===== src/rtl/sram_port_arbiter.sv =====
// Two-port SRAM arbiter: a byte-wide CPU and a Wishbone classic host share
// one write port (port 0) and one read port (port 1). Each port is
// arbitrated on its own, and a starvation counter protects the host.
module sram_port_arbiter #(
   parameter int AW         = 10,
   parameter int STARVE_LIM = 8
) (
   input  logic          wb_clk_i,
   input  logic          wb_rst_i,
   // CPU side
   input  logic [AW-1:0] cpu_waddr,
   input  logic [7:0]    cpu_wdata,
   input  logic          cpu_wen,
   input  logic [AW-1:0] cpu_raddr,
   input  logic          cpu_ren,
   output logic [7:0]    cpu_rdata,
   output logic          cpu_stall,
   input  logic          host_prio,
   // Wishbone host slave
   input  logic [31:0]   wbh_adr_i,
   input  logic [31:0]   wbh_dat_i,
   input  logic [3:0]    wbh_sel_i,
   input  logic          wbh_we_i,
   input  logic          wbh_stb_i,
   input  logic          wbh_cyc_i,
   output logic [31:0]   wbh_dat_o,
   output logic          wbh_ack_o,
   // SRAM write port
   output logic          sram_csb0,
   output logic [3:0]    sram_wmask0,
   output logic [AW-3:0] sram_addr0,
   output logic [31:0]   sram_din0,
   // SRAM read port
   output logic          sram_csb1,
   output logic [AW-3:0] sram_addr1,
   input  logic [31:0]   sram_dout1
);

   localparam int CW = $clog2(STARVE_LIM + 1);

   typedef enum logic [1:0] {S_IDLE, S_RD, S_ACK} state_t;

   state_t          state_q, state_d;
   logic [CW-1:0]   starve_q, starve_d;
   logic [31:0]     dat_q, dat_d;
   logic [1:0]      lane_q;
   logic [AW-3:0]   addr0_q, addr0_d, addr1_q, addr1_d;
   logic [3:0]      wmask0_q, wmask0_d;
   logic [31:0]     din0_q, din0_d;

   logic host_req, host_wins, hw_req, hr_req, cw_req, cr_req;
   logic host_wgnt, host_rgnt, cpu_wgnt, cpu_rgnt, host_gnt;
   logic unused_adr;

   // Only word-address bits of the host address reach the SRAM.
   assign unused_adr = ^{wbh_adr_i[31:AW], wbh_adr_i[1:0]};

   // Per-port grant decision; everything is masked while reset is held.
   always_comb begin
      host_req  = (state_q == S_IDLE) & wbh_stb_i & wbh_cyc_i & ~wb_rst_i;
      host_wins = host_prio | (starve_q == CW'(STARVE_LIM));
      hw_req    = host_req & wbh_we_i;
      hr_req    = host_req & ~wbh_we_i;
      cw_req    = cpu_wen & ~wb_rst_i;
      cr_req    = cpu_ren & ~wb_rst_i;
      host_wgnt = hw_req & (~cw_req | host_wins);
      host_rgnt = hr_req & (~cr_req | host_wins);
      cpu_wgnt  = cw_req & ~host_wgnt;
      cpu_rgnt  = cr_req & ~host_rgnt;
      host_gnt  = host_wgnt | host_rgnt;
   end

   assign cpu_stall = (cw_req & ~cpu_wgnt) | (cr_req & ~cpu_rgnt);
   assign sram_csb0 = ~(cpu_wgnt | host_wgnt);
   assign sram_csb1 = ~(cpu_rgnt | host_rgnt);

   // Port address/data muxes; ungranted ports replay their last values.
   always_comb begin
      addr0_d  = addr0_q;
      wmask0_d = wmask0_q;
      din0_d   = din0_q;
      addr1_d  = addr1_q;
      if (cpu_wgnt) begin
         addr0_d  = cpu_waddr[AW-1:2];
         wmask0_d = 4'b0001 << cpu_waddr[1:0];
         din0_d   = {4{cpu_wdata}};
      end else if (host_wgnt) begin
         addr0_d  = wbh_adr_i[AW-1:2];
         wmask0_d = wbh_sel_i;
         din0_d   = wbh_dat_i;
      end
      if (cpu_rgnt)       addr1_d = cpu_raddr[AW-1:2];
      else if (host_rgnt) addr1_d = wbh_adr_i[AW-1:2];
   end

   assign sram_addr0  = addr0_d;
   assign sram_wmask0 = wmask0_d;
   assign sram_din0   = din0_d;
   assign sram_addr1  = addr1_d;

   // Starvation counter: counts denied host cycles, saturating at the limit.
   always_comb begin
      starve_d = starve_q;
      if (!host_req || host_gnt)              starve_d = '0;
      else if (starve_q != CW'(STARVE_LIM))   starve_d = starve_q + CW'(1);
   end

   // Host FSM: IDLE samples requests, RD captures read data, ACK pulses ack.
   always_comb begin
      state_d = state_q;
      dat_d   = dat_q;
      case (state_q)
         S_IDLE: begin
            if (host_wgnt)      state_d = S_ACK;
            else if (host_rgnt) state_d = S_RD;
         end
         S_RD: begin
            if (!wbh_cyc_i) state_d = S_IDLE;
            else begin
               dat_d   = sram_dout1;
               state_d = S_ACK;
            end
         end
         default: state_d = S_IDLE;
      endcase
   end

   assign wbh_ack_o = (state_q == S_ACK) & wbh_cyc_i;
   assign wbh_dat_o = dat_q;
   assign cpu_rdata = sram_dout1[{lane_q, 3'b000} +: 8];

   // State, counter, read lane and port hold registers.
   always_ff @(posedge wb_clk_i or posedge wb_rst_i) begin
      if (wb_rst_i) begin
         state_q  <= S_IDLE;
         starve_q <= '0;
         dat_q    <= '0;
         lane_q   <= '0;
         addr0_q  <= '0;
         wmask0_q <= '0;
         din0_q   <= '0;
         addr1_q  <= '0;
      end else begin
         state_q  <= state_d;
         starve_q <= starve_d;
         dat_q    <= dat_d;
         if (cpu_rgnt) lane_q <= cpu_raddr[1:0];
         addr0_q  <= addr0_d;
         wmask0_q <= wmask0_d;
         din0_q   <= din0_d;
         addr1_q  <= addr1_d;
      end
   end

endmodule


===== config.mk =====
export PLATFORM = sky130hd
export DESIGN_NAME = sram_port_arbiter
export DESIGN_NICKNAME = d
export VERILOG_FILES = /design/src/rtl/sram_port_arbiter.sv
export SDC_FILE = /design/constraint.sdc
export NUM_CORES = 1
export LEC_CHECK = 0
export CAP_MARGIN = 20
export CORE_MARGIN = 2
export CORE_UTILIZATION = 38
export CTS_CLUSTER_SIZE = 30
export DETAILED_ROUTE_END_ITERATION = 7
export GPL_TIMING_DRIVEN = 1
export HOLD_SLACK_MARGIN = 0.12
export PLACE_DENSITY = 0.8
export SYNTH_ARGS = -nofsm -noshare
export SYNTH_HDL_FRONTEND = slang
export SYNTH_SLANG_ARGS = --single-unit

===== constraint.sdc =====
create_clock -name wb_clk_i -period 6.5 [get_ports wb_clk_i]
set_input_delay 0.975 -clock wb_clk_i [delete_from_list [all_inputs] [get_ports wb_clk_i]]
set_output_delay 0.975 -clock wb_clk_i [all_outputs]
set_load 0.03 [all_outputs]

==> results by group, run 1 <==
Status
  – Run status: finished clean

Synthesis
  – EDFF count, synth: 0
  – Compound-Gate Fraction of Synth Area: 0.145
  – Synth Area in XOR/XNOR: 0.00218
  – Synth Instances: a little under 300
  – Leading post-synthesis cells by cell area: dfrtp_1, a221o_1, mux2_2
  – Post-synth ARST share: 1.00
  – FF+latch count, synth: 92
  – Yosys warning total: 0
  – Mux cell area share after synthesis: 0.146
  – Post-Syn Nets: 430
  – Post-Syn Area: 4010 µm²
  – Main combinational cell family by area after synthesis: multiplexers
  – Largest area contributor in the netlist: dfrtp_1
  – Post-synth cell types: 36
  – Main synth FF type: dfrtp_1
  – Top-area cell type share of the netlist area: 0.574
  – Adder-cell share of the synthesized area: 0.00623
  – Sequential-to-total area share from yosys stat: 0.574
  – Syn avg cell area: 13.7 µm²
  – Post-Synth Simple-Gate Area: 0.0916

Worst setup path
  – WS Path Type: in -> out
  – Critical Path RT: 5.52 ns
  – CP Capture Type: output port
  – FF-to-FF setup slack: slightly above 4 ns
  – WP data arrival: between 3 and 4 ns
  – Critical path's most frequent cell: clkdlybuf4s50_1
  – Worst-path maximum fanout: 25
  – Max incr delay on CP: 0.84 ns
  – Critical Path Start Type: primary input
  – Critical Path Slowest Stage Cell: o311a_1
  – Crit-path cells: clkdlybuf4s50_1, and4bb_2, o311a_1, buf_4, a221o_1, clkdlybuf4s50_1
  – R2R cell count: 6

Drt
  – # DRC: 0
  – Drt total wl: 11900 µm
  – Pre-Repair DR Iteration Count: 5
  – DR vias/cell: 5.27
  – DRT iter0 DRCs: 164
  – WL/cell: 18.7 µm
  – Via count of the routed design: between 3000 and 4000
  – Antenna Violating Nets Remaining: 0

Cells and area
  – Layout cells sized above 1: 0.132
  – Fin cells: 636
  – Final nets: 633
  – Area grow syn2layout: 59.5%
  – Ant. Diodes: 0

Timing
  – Minimum clock period: 4.91 ns
  – Unrepaired setup endpoints after global routing: no
  – Relative slew slack: 0.350
  – Setup TNS: 0 ns
  – Worst Tran Pin Value: between 0.9 and 1 ns
  – Clock skew: 0.00862 ns
  – Fin. Hold Viols: 0
  – Tcrit/Tclk final: 0.756
  – Final setup viols: 0
  – Fin. max-slew vios: 0
  – Fmax: approximately 200 MHz

Floorplan
  – Initial Util: 0.391
  – Die area: 11400 µm²
  – Core ar.: 10300 µm²
  – Die Y: ~110 µm
  – # IOs: 232
  – Die Wd: approximately 110 µm
  – Row count: 37

Global route
  – All-Layer GR Usage: 0.208
  – Gr ovfl total: 0
  – First-pass GRT wire length: ~18000 µm
  – Initial antenna violation count: 0
  – Vias in the first global route: 3560
  – Largest net degree at the start of global routing: between 60 and 70

Place
  – Placed cells: 619
  – RePlAce Congestion: 0.810
  – HPWL Detailed: 8850 µm
  – Port buffer count: a little over 200

Power
  – Peak supply drop: 0.000200 V
  – Leak: 2.73 nW
  – Power Density: 286 nW/µm²

Clocking
  – Insertion delay to the later sink of the worst-skew pair: about 0.36 ns
  – CTS Buffer Depth: 2
  – CTS resizes: 0
  – Root buf cell: clkbuf_8
  – Sink Count: 92
  – Reg clk slew, reported paths: 0.08 ns
  – CTS tree: built
  – Hold buffers post-CTS: 0
  – Post-CTS Setup Inserts: 0
  – CTS H-tree depth: 3
  – Inserted Clock Buffers: 9

Hold path
  – WHS Path Cells: 1
  – Worst min-delay path class: reg -> reg

Job
  – Total of max-cap violations: 0
## cell usage after synthesis, types with 3 or more instances
master	n
a211o_1	6
mux2_2	35
inv_1	5
clkbuf_1	9
buf_6	5
nand2_1	11
dfrtp_1	92
mux4_2	8
nor2_1	17
a221o_1	45
and3_1	16
buf_2	6
nand3_1	3
nor3b_1	5
## critical path: cells and delay by family
family                 cells  cell delay [ns]
AOI/OAI and AO/OA          2             1.05
buffers and inverters      3             1.56
and+or+nand+nor            1             0.34
## routing by layer
| metal | global-route usage | vias up | part of all wire |
|---|---|---|---|
| met2 | 0.350 | 123 | 0.51 |
| met1 | 0.257 | 1679 | 0.40 |
| li1 | - | 1536 | - |
| met3 | 0.0663 | 15 | 0.070 |
| met4 | 0.0631 | 0 | 0.018 |
| met5 | 0 | - | 0 |
## final cells by class
cell class	instances	area, µm²
clock buffers	11	141
clock inverters	5	83.8
inverters	6	25.0
multi-input cells	174	1570
flip-flops and latches	92	2300
repair buffers	212	2110
well taps	136	170
fillers	851	3880
## cells in the final DEF (no fill, tap or decap), types with 3 or more instances in the layout
cell             synthesis  layout
and3_1                  16      16
nor2_1                  17      17
inv_1                    5       5
nand3_1                  3       3
buf_4                    0       5
a211o_1                  6       6
clkbuf_8                 0      10
clkdlybuf4s50_1          0     207
nor3b_1                  5       5
mux2_2                  35      35
mux4_2                   8       8
a221o_1                 45      45
nand2_1                 11      11
dfrtp_1                 92      92
## path summary, 6_finish.rpt
path                                              start                        end
worst min-delay path            starve_q[0]$_DFFE_PP0P_    starve_q[0]$_DFFE_PP0P_
worst max register to register  starve_q[0]$_DFFE_PP0P_       din0_q[14]$_DFF_PP0_
worst min register to register  starve_q[0]$_DFFE_PP0P_    starve_q[0]$_DFFE_PP0P_
worst max-delay path                          wbh_cyc_i              sram_din0[26]
max in group asynchronous                      wb_rst_i       din0_q[14]$_DFF_PP0_
min in group asynchronous                      wb_rst_i  wbh_dat_o[23]$_DFFE_PP0P_
## kinds of logic after synthesis
group           count (synthesis)
flops                          92
compound gates                 61
fa+ha+maj                       2
buf+inv                        26
simple gates                   66
xor+xnor                        1
mux                            44
## metrics by stage
step	power [mW]	area (µm²)	hold slack [ns]	setup slack, ns	utilization
6_report	1.83	6400	0.501	1.59	0.623
3_3_place_gp	1.40	6170	0.469	1.63	0.600
5_1_grt	1.92	6400	0.527	1.36	0.623
2_1_floorplan	1.10	4010	0.450	0.411	-
3_5_place_dp	1.42	6170	0.486	1.60	0.600
4_1_cts	1.86	6390	0.503	1.59	0.622
## state kept, by name, indices dropped and copies added (netlist names)
register / count
addr0_q: 8
state_q: 2
starve_q: 4
lane_q: 2
din0_q: 32
wbh_dat_o: 32
wmask0_q: 4
addr1_q: 8
## report_power, final
group	switching [mW]	internal (mW)
clock network	0.202	0.229
registers	0.0465	0.667
logic	0.359	0.331
total	0.607	1.23
No activity file was read; power rests on OpenSTA's default activity.
==> run 2: changes to the inputs <==
Clock period 6.5 ns to 5.12 ns, I/O delays scaled along.
==> results by group, run 2 (same netlist as run 1, synthesis figures left out) <==
Timing
  – Post-layout worst setup margin: 0.825 ns (-0.764 ns)
  – Setup TNS: 0 ns (unchanged)
  – Fin. Hold Viols: 0 (unchanged)
  – Clock skew: 0.0112 ns (+0.00256 ns)
  – Relative slew slack: 0.300 (-0.0502)
  – Fmax: 233 MHz
  – Hold_ws: 0.484 ns (-0.0172 ns)
  – Final setup viols: 0 (unchanged)
  – Unrepaired setup endpoints after global routing: no
  – Worst Tran Pin Value: 1.05 ns (+0.0706 ns)
  – Tcrit/Tclk final: 0.839
  – Fin. max-slew vios: 0 (unchanged)
  – Minimum clock period: 4.29 ns

Global route
  – GRT met2 Usage: 0.339 (-0.0114)
  – Gr ovfl total: 0 (unchanged)
  – All-Layer GR Usage: 0.203 (-0.00494)
  – Largest net degree at the start of global routing: 78 (+26%)
  – Vias in the first global route: 3584 (+0.67%)
  – Initial antenna violation count: 0 (unchanged)
  – Met1 usage: 0.258 (+0.00101)
  – Global Route met3 Usage: 0.0462 (-0.0201)
  – First-pass GRT wire length: 18300 µm (-0.45%)
  – Grt peak-use layer: met2

Drt
  – DRT iter0 DRCs: 189 (+15%)
  – Antenna Violating Nets Remaining: 0 (unchanged)
  – Via count of the routed design: 3322 (-0.92%)
  – DR vias/cell: 5.23 (-0.77%)
  – # DRC: 0 (unchanged)
  – Pre-Repair DR Iteration Count: 4 (-1)
  – Drt total wl: 11600 µm (-2.7%)
  – WL/cell: 18.3 µm (-2.5%)

Worst setup path
  – Critical Path Slowest Stage Cell: o311ai_1
  – CP Capture Type: output port
  – Crit-path cells: clkdlybuf4s50_1, nand2b_1, o311ai_1, nor3b_1, a221o_1, clkdlybuf4s50_1
  – Crit path buffers/inverters: 2 (-1)
  – WP data arrival: 3.53 ns (-0.41 ns)
  – WS Path Type: in -> out
  – Critical path's most frequent cell: clkdlybuf4s50_1
  – Top Family by Delay on Critical Path: buffers and inverters
  – Max incr delay on CP: 0.70 ns (-0.14 ns)
  – Critical Path Start Type: primary input
  – Critical Path RT: 4.35 ns (-1.17 ns)
  – Worst-path maximum fanout: 13 (-48%)

Floorplan
  – # IOs: 232 (unchanged)
  – Row count: 37 (unchanged)
  – Die Y: 107 µm (unchanged)
  – Initial Util: 0.391 (unchanged)
  – Die area: 11400 µm² (unchanged)
  – Core ar.: 10300 µm² (unchanged)
  – Die Wd: 107 µm (unchanged)

Cells and area
  – Commonest non-fill, non-tap cell in the layout: clkdlybuf4s50_1
  – Fin util: 0.621 (-0.00231)
  – Fin cells: 635 (-0.16%)
  – Layout cells sized above 1: 0.132 (+0.000265)
  – Final nets: 632 (-0.16%)
  – Area grow syn2layout: 58.9%
  – Ant. Diodes: 0 (unchanged)
  – Most frequent cells in the layout: clkdlybuf4s50_1, dfrtp_1, a221o_1

Place
  – Pre-CTS WS: 0.845 ns (-0.760 ns)
  – HPWL Detailed: 8550 µm (-3.4%)
  – RePlAce Congestion: 0.791 (-2.3%)
  – Port buffer count: 207 (unchanged)
  – Placed cells: 619 (unchanged)

Clocking
  – Hold buffers post-CTS: 0 (unchanged)
  – CTS resizes: 0 (unchanged)
  – Sink Count: 92 (unchanged)
  – CTS Buffer Depth: 2 (unchanged)
  – CTS H-tree depth: 3 (unchanged)
  – Insertion delay to the later sink of the worst-skew pair: 0.35 ns (about the same)
  – Reg clk slew, reported paths: 0.09 ns (about the same)
  – Root buf cell: clkbuf_8
  – CTS tree: built
  – Post-CTS Setup Inserts: 0 (unchanged)
  – Inserted Clock Buffers: 9 (unchanged)

Hold path
  – Worst min-delay path class: reg -> reg

Power
  – Leak: 2.72 nW (-0.41%)
  – Peak supply drop: 0.000196 V (-2.3%)
  – Power Density: 358 nW/µm² (+25%)

Status
  – Run status: finished clean

Job
  – Total of max-cap violations: 0 (unchanged)
## run 2: cell types whose count changed in the layout (fill, tap and decap cells not counted)
cell and change:
clkbuf_1 -1, buf_4 -1, clkinv_4 +2, bufinv_16 -1
## run 2: per-layer routing
| layer | wire [µm] | up-vias |
|---|---|---|
| met3 | 651 | 21 |
| met5 | 0 | - |
| met2 | 5780 | 115 |
| li1 | - | 1546 |
| met4 | 257 | 0 |
| met1 | 4900 | 1640 |
## run 2: per-stage QoR
stage | power, mW | instance area [µm²]
final | 2.28 | 6380
after global routing | 2.39 | 6380
after CTS | 2.31 | 6380
after detailed placement | 1.80 | 6170
after global placement | 1.78 | 6170
after floorplan | 1.39 | 4020
## run 2: power by group
group          total (mW)  switching (mW)  internal (mW)
Sequential          0.904          0.0575          0.846
Combinational       0.874           0.454          0.420
Clock               0.503           0.261          0.242
Total                2.28           0.772           1.51
## run 2: area by class of cell
type                    instances  area [µm²]
clock buffers                  10         138
clock inverters                 6        71.3
fillers                       823        3900
inverters                       6        25.0
multi-input cells             174        1570
flip-flops and latches         92        2300
well taps                     136         170
repair buffers                211        2100
## run 2: worst paths after layout
check                                        start                       to  slack (ns)  cells after the start
max                                       wb_rst_i            sram_addr0[1]        0.83                      6
min                        starve_q[0]$_DFFE_PP0P_  starve_q[0]$_DFFE_PP0P_        0.48                      1
max reg2reg                starve_q[0]$_DFFE_PP0P_     addr0_q[0]$_DFF_PP0_        2.67                      6
min reg2reg                starve_q[0]$_DFFE_PP0P_  starve_q[0]$_DFFE_PP0P_        0.48                      1
max in group asynchronous                 wb_rst_i    wmask0_q[0]$_DFF_PP0_        2.83                      3
min in group asynchronous                 wb_rst_i     addr0_q[0]$_DFF_PP0_        1.04                      2
==> run 3: changes to the inputs <==
Settings changed: CORE_UTILIZATION 38 to 34, PLACE_DENSITY 0.8 to 0.76.
Clock period 5.12 ns to 3.7 ns, I/O delays scaled along.
==> results by group, run 3 (same netlist as run 1, synthesis figures left out) <==
Timing
  – Minimum clock period: roughly 3.4 ns
  – Clock skew: 0.00586 ns (-0.00532 ns)
  – Fin. Hold Viols: 0 (unchanged)
  – Worst Tran Pin Value: 1.02 ns (-0.0265 ns)
  – Setup TNS: 0 ns (unchanged)
  – Fin. max-slew vios: 0 (unchanged)
  – Post-layout worst setup margin: 0.310 ns (-0.516 ns)
  – Unrepaired setup endpoints after global routing: no
  – Relative slew slack: 0.318 (+0.0177)
  – Fmax: between 200 and 300 MHz
  – Tcrit/Tclk final: 0.916
  – Final setup viols: 0 (unchanged)
  – Hold_ws: 0.488 ns (+0.00404 ns)

Floorplan
  – Initial Util: 0.350 (-0.0405)
  – # IOs: 232 (unchanged)
  – Die Y: 113 µm (+5.5%)
  – Die Wd: 113 µm (+5.5%)
  – Row count: 39 (+5.4%)
  – Die area: 12700 µm² (+11%)
  – Core ar.: 11500 µm² (+12%)

Clocking
  – Sink Count: 92 (unchanged)
  – Insertion delay to the later sink of the worst-skew pair: 0.33 ns (-0.02 ns)
  – Post-CTS Setup Inserts: 0 (unchanged)
  – CTS resizes: 0 (unchanged)
  – CTS Buffer Depth: 2 (unchanged)
  – CTS tree: built
  – Hold buffers post-CTS: 0 (unchanged)
  – Inserted Clock Buffers: 9 (unchanged)
  – Root buf cell: clkbuf_16
  – Reg clk slew, reported paths: 0.06 ns (-0.03 ns)
  – CTS H-tree depth: 3 (unchanged)

Power
  – Reg power frac: 0.371 (-0.025)
  – Leak: 2.85 nW (+5.0%)
  – Internal: 2.32 mW (+53%)
  – Peak supply drop: 0.000288 V (+47%)
  – Logic pwr share: 0.350 (-0.033)
  – Sw Pwr: 1.06 mW (+37%)
  – Total chip power: 3.37 mW (+48%)
  – Sw Ratio: 0.314 (-0.0249)
  – Clock share of power: 0.278 (+0.057)
  – Power Density: 528 nW/µm² (+48%)

Status
  – Run status: finished clean

Cells and area
  – Layout cells sized above 1: 0.235 (+0.103)
  – Most frequent cells in the layout: clkdlybuf4s50_1, dfrtp_1, buf_4
  – Fin util: 0.557 (-0.0635)
  – Sequential standard cell area: 2300 µm² (unchanged)
  – Ant. Diodes: 0 (unchanged)
  – Final Cell Area: 6390 µm² (+0.16%)
  – Multi-input logic area: 1570 µm² (unchanged)
  – Area grow syn2layout: 59.1%
  – Fill count: 968 (+18%)
  – Fin cells: 645 (+1.6%)
  – Commonest non-fill, non-tap cell in the layout: clkdlybuf4s50_1
  – Final nets: 636 (+0.63%)

Worst setup path
  – Critical Path Source: starve_q[0]$_DFFE_PP0P_
  – R2R cell count: 6 (unchanged)
  – WP data arrival: 2.84 ns (-0.69 ns)
  – Critical R2R Capture: addr0_q[4]$_DFF_PP0_
  – Crit path to: sram_addr0[4]
  – Crit-path cells: inv_1, ha_1, and3b_1, o211ai_1, and2_1, a221o_1, buf_4
  – Critical Path Slowest Stage Cell: o211ai_1
  – Reg-to-reg startpoint: starve_q[0]$_DFFE_PP0P_
  – Critical Path RT: 3.14 ns (-1.21 ns)
  – Critical Path Start Type: flop
  – FF-to-FF setup slack: 1.30 ns (-1.37 ns)
  – Worst-path maximum fanout: 14 (+1)
  – Max incr delay on CP: 0.83 ns (+0.13 ns)
  – WS Path Type: reg -> out
  – CP Capture Type: output port

Hold path
  – Worst min-delay path class: reg -> reg

Global route
  – Largest net degree at the start of global routing: 61 (-22%)
  – Vias in the first global route: 3573 (-0.31%)
  – Initial antenna violation count: 0 (unchanged)
  – All-Layer GR Usage: 0.186 (-0.0174)
  – Gr ovfl total: 0 (unchanged)
  – First-pass GRT wire length: 18600 µm (+1.7%)

Place
  – HPWL Detailed: 8730 µm (+2.1%)
  – RePlAce Congestion: 0.767 (-3.0%)
  – Placed cells: 630 (+1.8%)
  – Port buffer count: 207 (unchanged)
  – Area after DPL: 6090 µm² (-1.3%)
  – Pre-CTS WS: 0.356 ns (-0.489 ns)

Drt
  – # DRC: 0 (unchanged)
  – DRT iter0 DRCs: 220 (+16%)
  – Pre-Repair DR Iteration Count: 4 (unchanged)
  – DR vias/cell: 5.21 (-0.42%)
  – Drt total wl: 11800 µm (+1.5%)
  – Via count of the routed design: 3360 (+1.1%)
  – Antenna Violating Nets Remaining: 0 (unchanged)
  – WL/cell: 18.2 µm (about the same)

Job
  – Total of max-cap violations: 0 (unchanged)
run 3: changes by cell type in the layout (fill, tap and decap cells not counted), sizes merged, moves of 2 or more:
cell           before  now
clkinvlp            2    0
clkinv              2    0
buf                 4   61
clkdlybuf4s50     207  154
clkbuf             10   13
run 3: critical path, delay by kind of cell, from the launching register on:
family / cells / cell delay [ns]
AND/OR/NAND/NOR: 2 / 0.64
AO/OA/AOI/OAI: 2 / 1.06
adder cells (fa/ha/maj): 1 / 0.20
buffers and inverters: 2 / 0.23
flip-flops: 1 / 0.39
run 3: worst min path at each step:
| stage | cells after the start | slack, ns | startpoint | end |
|---|---|---|---|---|
| after CTS | 1 | 0.49 | starve_q[0]$_DFFE_PP0P_ | starve_q[0]$_DFFE_PP0P_ |
| final | 1 | 0.49 | starve_q[0]$_DFFE_PP0P_ | starve_q[0]$_DFFE_PP0P_ |
| after detailed placement | 1 | 0.48 | starve_q[0]$_DFFE_PP0P_ | starve_q[0]$_DFFE_PP0P_ |
| after global placement | 1 | 0.47 | starve_q[0]$_DFFE_PP0P_ | starve_q[0]$_DFFE_PP0P_ |
| after floorplan | 1 | 0.45 | starve_q[0]$_DFFE_PP0P_ | starve_q[0]$_DFFE_PP0P_ |
| after global routing | 1 | 0.51 | starve_q[0]$_DFFE_PP0P_ | starve_q[0]$_DFFE_PP0P_ |
run 3: power groups by stage:
stage                     registers (mW)  logic (mW)  clock network (mW)
after global routing                1.27        1.24                1.01
after CTS                           1.26        1.19               0.972
after detailed placement            1.27        1.19                   0
after global placement              1.26        1.18                   0
final                               1.25        1.18               0.939
after floorplan                     1.41       0.513                   0
run 3: metal layers:
layer,up-vias,share of wire,track usage
li1,1550,-,-
met1,1651,0.40,0.226
met2,146,0.51,0.317
met3,13,0.077,0.0535
met4,0,0.012,0.0650
met5,-,0,0
run 3: area by class of cell:
type                            instances  area share
Clock buffer                           13      0.0376
Tap cell                              143      0.0280
Clock inverter                          2     0.00940
Multi-Input combinational cell        174       0.246
Sequential cell                        92       0.360
Timing Repair Buffer                  215       0.315
Inverter                                6     0.00392
